[src/rtl/comparator_seq.sv]
// comparator_seq: multi-cycle WIDTH-bit unsigned magnitude comparator.
// Feeds one shared 2-bit slice, MSB pair first, behind a start/busy/done handshake.
// Optional build macro: COMPARATOR_SEQ_EARLY_EXIT_EN
//   defined   -> stop on the first unequal slice (1..N cycles to decision)
//   undefined -> always walk all N slices (constant time); the first
//                unequal slice is remembered in a sticky register

module comparator2bit (
  input  logic [1:0] a_i,
  input  logic [1:0] b_i,
  output logic       gt_o,
  output logic       eq_o,
  output logic       lt_o
);
  // Pure combinational 2-bit unsigned compare
  assign gt_o = (a_i > b_i);
  assign eq_o = (a_i == b_i);
  assign lt_o = (a_i < b_i);
endmodule

module comparator_seq #(
  parameter int unsigned WIDTH = 8
) (
  input  logic             clk,
  input  logic             rst,
  input  logic             start,
  input  logic [WIDTH-1:0] a,
  input  logic [WIDTH-1:0] b,
  output logic             busy,
  output logic             done,
  output logic             a_gt_b,
  output logic             a_eq_b,
  output logic             a_lt_b
);

  localparam int unsigned N     = WIDTH / 2;
  localparam int unsigned IDX_W = (N > 1) ? $clog2(N) : 1;

  typedef enum logic [1:0] {IDLE, CMP, DONE} state_t;

  state_t             state_q, state_d;
  logic [WIDTH-1:0]   sa_q, sa_d;
  logic [WIDTH-1:0]   sb_q, sb_d;
  logic [IDX_W-1:0]   idx_q, idx_d;
  logic               gt_q, gt_d;
  logic               eq_q, eq_d;
  logic               lt_q, lt_d;
  logic               busy_q, busy_d;
  logic               done_q, done_d;
`ifndef COMPARATOR_SEQ_EARLY_EXIT_EN
  logic               stk_vld_q, stk_vld_d;
  logic               stk_gt_q, stk_gt_d;
`endif

  logic sl_gt, sl_eq, sl_lt;
  logic last_slice;

  comparator2bit u_slice (
    .a_i  (sa_q[WIDTH-1 -: 2]),
    .b_i  (sb_q[WIDTH-1 -: 2]),
    .gt_o (sl_gt),
    .eq_o (sl_eq),
    .lt_o (sl_lt)
  );

  assign last_slice = (idx_q == IDX_W'(N - 1));

  // Next-state and datapath updates
  always_comb begin
    state_d = state_q;
    sa_d    = sa_q;
    sb_d    = sb_q;
    idx_d   = idx_q;
    gt_d    = gt_q;
    eq_d    = eq_q;
    lt_d    = lt_q;
`ifndef COMPARATOR_SEQ_EARLY_EXIT_EN
    stk_vld_d = stk_vld_q;
    stk_gt_d  = stk_gt_q;
`endif

    case (state_q)
      IDLE: begin
        if (start) begin
          sa_d    = a;
          sb_d    = b;
          idx_d   = '0;
          gt_d    = 1'b0;
          eq_d    = 1'b0;
          lt_d    = 1'b0;
`ifndef COMPARATOR_SEQ_EARLY_EXIT_EN
          stk_vld_d = 1'b0;
          stk_gt_d  = 1'b0;
`endif
          state_d = CMP;
        end
      end

      CMP: begin
`ifdef COMPARATOR_SEQ_EARLY_EXIT_EN
        if (sl_gt || sl_lt) begin
          gt_d    = sl_gt;
          lt_d    = sl_lt;
          eq_d    = 1'b0;
          state_d = DONE;
        end else if (last_slice) begin
          eq_d    = 1'b1;
          state_d = DONE;
        end else begin
          sa_d  = sa_q << 2;
          sb_d  = sb_q << 2;
          idx_d = idx_q + IDX_W'(1);
        end
`else
        if (last_slice) begin
          // Earlier unequal slice wins; otherwise the last slice decides
          if (stk_vld_q) begin
            gt_d = stk_gt_q;
            lt_d = ~stk_gt_q;
            eq_d = 1'b0;
          end else begin
            gt_d = sl_gt;
            lt_d = sl_lt;
            eq_d = sl_eq;
          end
          state_d = DONE;
        end else begin
          if (!stk_vld_q && !sl_eq) begin
            stk_vld_d = 1'b1;
            stk_gt_d  = sl_gt;
          end
          sa_d  = sa_q << 2;
          sb_d  = sb_q << 2;
          idx_d = idx_q + IDX_W'(1);
        end
`endif
      end

      DONE: state_d = IDLE;

      default: state_d = IDLE;
    endcase

    busy_d = (state_d != IDLE);
    done_d = (state_d == DONE);
  end

  // State and datapath registers
  always_ff @(posedge clk or posedge rst) begin
    if (rst) begin
      state_q <= IDLE;
      sa_q    <= '0;
      sb_q    <= '0;
      idx_q   <= '0;
      gt_q    <= 1'b0;
      eq_q    <= 1'b0;
      lt_q    <= 1'b0;
      busy_q  <= 1'b0;
      done_q  <= 1'b0;
`ifndef COMPARATOR_SEQ_EARLY_EXIT_EN
      stk_vld_q <= 1'b0;
      stk_gt_q  <= 1'b0;
`endif
    end else begin
      state_q <= state_d;
      sa_q    <= sa_d;
      sb_q    <= sb_d;
      idx_q   <= idx_d;
      gt_q    <= gt_d;
      eq_q    <= eq_d;
      lt_q    <= lt_d;
      busy_q  <= busy_d;
      done_q  <= done_d;
`ifndef COMPARATOR_SEQ_EARLY_EXIT_EN
      stk_vld_q <= stk_vld_d;
      stk_gt_q  <= stk_gt_d;
`endif
    end
  end

  assign busy   = busy_q;
  assign done   = done_q;
  assign a_gt_b = gt_q;
  assign a_eq_b = eq_q;
  assign a_lt_b = lt_q;

endmodule

[config.mk]
export PLATFORM = sky130hd
export DESIGN_NAME = comparator_seq
export DESIGN_NICKNAME = d
export VERILOG_FILES = /design/src/rtl/comparator_seq.sv
export SDC_FILE = /design/constraint.sdc
export NUM_CORES = 1
export LEC_CHECK = 0
export CAP_MARGIN = 20
export CORE_UTILIZATION = 51
export DETAILED_ROUTE_END_ITERATION = 10
export GPL_ROUTABILITY_DRIVEN = 1
export GPL_TIMING_DRIVEN = 0
export PLACE_DENSITY = 0.78
export SETUP_SLACK_MARGIN = 0.5
export SLEW_MARGIN = 20
export SYNTH_ARGS = -nofsm -noshare
export SYNTH_HDL_FRONTEND = slang
export SYNTH_SLANG_ARGS = --single-unit
[constraint.sdc]
create_clock -name clk -period 1.8 [get_ports clk]
set_input_delay 0.27 -clock clk [delete_from_list [all_inputs] [get_ports clk]]
set_output_delay 0.27 -clock clk [all_outputs]
set_load 0.02 [all_outputs]
==> metrics.md <==
| Metric | Value |
|---|---|
| Status | `finished, final reports clean` |
| Post-synth EDFFs | `0` |
| Gr busiest metal | `met2` |
| Crit path required time | `2.04 ns` |
| Die W | `53.2 µm` |
| Worst Path Arrival | `1.62 ns` |
| Hold Vio Cnt, Final | `0` |
| Largest net degree at the start of global routing | `28` |
| TritonCTS clock tree | `yes` |
| Synthesis-to-finish area growth | `31.6%` |
| Endpoints failing setup | `0` |
| Kind of critical path | `reg2reg` |
| Setup Skew | `0.00812 ns` |
| Max Root-Sink Buffers | `2` |
| Max incr delay on CP | `0.44 ns` |
| I/O pin count | `24` |
| Routed WL | `2.84 mm` |
| Clock Latency Late Sink | `0.33 ns` |
| R2r endpoint | `a_lt_b$_DFFE_PP0P_` |
| Vias per cell | `5.70` |
| Total Power | `3.04 mW` |
| Power density cells | `1730 nW/µm²` |
| Tmin final | `1.38 ns` |
| Period utilization | `76.6%` |
| Residual DRC count | `0` |
| Wire length per cell | `14.6 µm` |
| Sw power | `1.22 mW` |
| Final GP Congestion | `0.835` |
| Max Cap Viol | `0` |
| M2 GR Usage | `40.9%` |
| DRT antenna net count | `0` |
| DP Area | `1610 µm²` |
| R2r setup slk | `0.42 ns` |
| VDD IR max | `1.17 mV` |
| Core ar. | `2480 µm²` |
| Worst-path cell chain | `ha_4 -> a21oi_4 -> a221o_1 -> a22o_1` |
| Grt ovf | `0` |
| #FFs+latches synth | `27` |
| Top-area cell type share of the netlist area | `50.6%` |
| Slew HR | `61.3%` |
| Vias in the first global route | `1120` |
| Unrepaired setup endpoints after global routing | `yes` |
| Fin Setup TNS | `0 ns` |
| Clk pwr share | `8.9%` |
| CTS Sinks | `27` |
| Commonest non-fill, non-tap cell in the layout | `dfrtp_1` |
| Crit-path leading delay family | `compound AO/OA/AOI/OAI gates` |
| Crit path max fanout | `3` |
| P_leak | `0.795 nW` |
| HP Class | `in2async` |
| Initial Util | `53.9%` |
| # nets final | `188` |
| Slack of the critical path | `0.421 ns` |
| Sw frac | `40.2%` |
| Synth async-reset ratio | `100%` |
| Multi-input gate area | `637 µm²` |
| Initial DRC Count | `17` |
| Max Transition Viols Final | `0` |
| Ranking of synthesized cells by area | `dfrtp_1 (51%), mux2i_1 (9.0%), nand2_1 (4.8%)` |
| Post-synthesis sequential area ratio | `50.6%` |
| Mapped cell area | `1340 µm²` |
| Filler cells | `197` |
| IO buf count | `23` |
| Place WS | `0.0858 ns` |
| Final Cell Area | `1760 µm²` |
| Pre-Repair DR Iteration Count | `4` |
| Gate Count Post-Synth | `127` |
| Register area | `678 µm²` |
| Most frequent cells in the layout | `dfrtp_1 (25), clkdlybuf4s50_1 (18), nand2_1 (17), o21ai_1 (14), mux2i_1 (12)` |
| Comb power frac | `56.8%` |
| Internal power | `1.82 mW` |
| Stages on worst setup path | `4` |
| Detailed Place HPWL | `1.98 mm` |
| Max Freq | `725 MHz` |
| H-tree levels | `1` |
| GR Util met1 | `26.4%` |
| Layout cells sized above 1 | `25.0%` |
| Initial antenna violation count | `0` |
| Mapped Nets | `150` |
| Hold Buf Count CTS | `0` |
| Ant diodes | `0` |
| Reg2Reg Launch Point | `sa_q[7]$_DFFE_PP0P_` |
| CP Capture Type | `flip-flop` |
| Main synth FF type | `dfrtp_1` |
| Met3 Usage GRT | `2.87%` |
| Syn. warnings | `0` |
| Slowest-stage cell, CP | `dfrtp_1` |
| Root Buffer Master | `clkbuf_4` |
| Bufs and invs on worst path | `0` |
| GRT Overall Usage | `22.5%` |
| Share of power burned in registers | `34.2%` |
| Die area | `2830 µm²` |
| Nature of the critical path startpoint | `flip-flop` |
| R2R cell count | `4` |
| First-pass GRT wire length | `4.63 mm` |
| Least-Margin Pin Slew | `0.579 ns` |
| Die Y | `53.2 µm` |
| Clock slew at reported path FFs | `0.15 ns` |
| Leading area contributor after synthesis | `dfrtp_1` |
| Post-synth cell types | `30` |
| # rows | `18` |
| Via count | `1106` |
| Post-Syn Area per Cell | `10.5 µm²` |
| CTS Buf Count | `3` |
==> worst max-delay path by stage <==
stage | startpoint | to | slack, ns
2_1_floorplan | sb_q[7]$_DFFE_PP0P_ | stk_gt_q$_DFFE_PP0P_ | 0.48
3_3_place_gp | start | sa_q[7]$_DFFE_PP0P_ | 0.15
3_5_place_dp | start | sa_q[5]$_DFFE_PP0P_ | 0.09
4_1_cts | sb_q[6]$_DFFE_PP0P_ | stk_gt_q$_DFFE_PP0P_ | 0.42
5_1_grt | sa_q[7]$_DFFE_PP0P_ | a_lt_b$_DFFE_PP0P_ | 0.35
6_report | sa_q[7]$_DFFE_PP0P_ | a_lt_b$_DFFE_PP0P_ | 0.42
==> metal layers <==
| layer | routed length, µm | up-vias |
|---|---|---|
| met4 | 25 | 0 |
| met5 | 0 | - |
| li1 | - | 519 |
| met1 | 1240 | 551 |
| met2 | 1480 | 33 |
| met3 | 96 | 3 |
==> synthesized netlist by cell type (2+ instances only) <==
library cell  count
ha_1              4
o21ai_0           6
nor2_1            3
mux2i_1          12
o21ai_1          12
a22o_1            5
buf_6             3
nand2_1          17
nor2b_1           5
a21o_1            2
dfrtp_1          27
inv_1             8
a21oi_1           6
==> power by group through the flow <==
| stage | logic, mW | clock network, mW | registers (mW) |
|---|---|---|---|
| detailed placement | 1.44 | 0 | 1.05 |
| global route | 1.90 | 0.295 | 1.07 |
| global placement | 1.40 | 0 | 1.03 |
| CTS | 1.61 | 0.274 | 1.03 |
| floorplan | 1.07 | 0 | 1.04 |
| finish | 1.73 | 0.272 | 1.04 |
==> stage by stage <==
stage | hold WS (ns) | instances | util (%)
finish | 0.306 | 194 | 71.0
global route | 0.356 | 194 | 71.0
CTS | 0.514 | 189 | 69.1
detailed placement | 0.481 | 180 | 65.0
global placement | 0.471 | 180 | 65.0
floorplan | 0.323 | 127 | -
==> repair_timing <==
item / 4_1_cts / 5_1_grt
pin swaps: 5 / 4
endpoints found under the setup margin: 24 / 26
buffers inserted: 5 / 5
endpoints found under the hold margin: 0 / 0
resized for setup: 20 / 12
==> logic make-up (layout without fill, tap and decap cells) <==
logic type,Yosys count,in the layout,share of synthesized area [%]
AO/OA/AOI/OAI,39,39,19.8
flip-flops,27,27,50.6
AND/OR/NAND/NOR,30,30,10.2
adder cells (fa/ha/maj),4,4,3.75
buffers and inverters,14,51,5.90
multiplexers,13,13,9.83
==> registers in the layout, indices dropped and copies added (netlist names), 2 cells and up <==
signal and cells:
sb_q 8, sa_q 8, state_q 2, idx_q 2
==> worst register-to-register path: stages (launching register included) <==
cell and delay [ns]:
dfrtp_1 0.44, ha_4 0.30, a21oi_4 0.07, a221o_1 0.32
a22o_1 0.17
==> area by class of cell <==
class	instances	share of cell area [%]
plain buffers	5	2.85
well taps	30	2.14
flip-flops and latches	27	38.6
inverters	9	2.06
clock buffers	4	1.49
multi-input cells	86	36.2
repair buffers	33	16.7
Note: power is estimated with default switching activity, not from simulation.
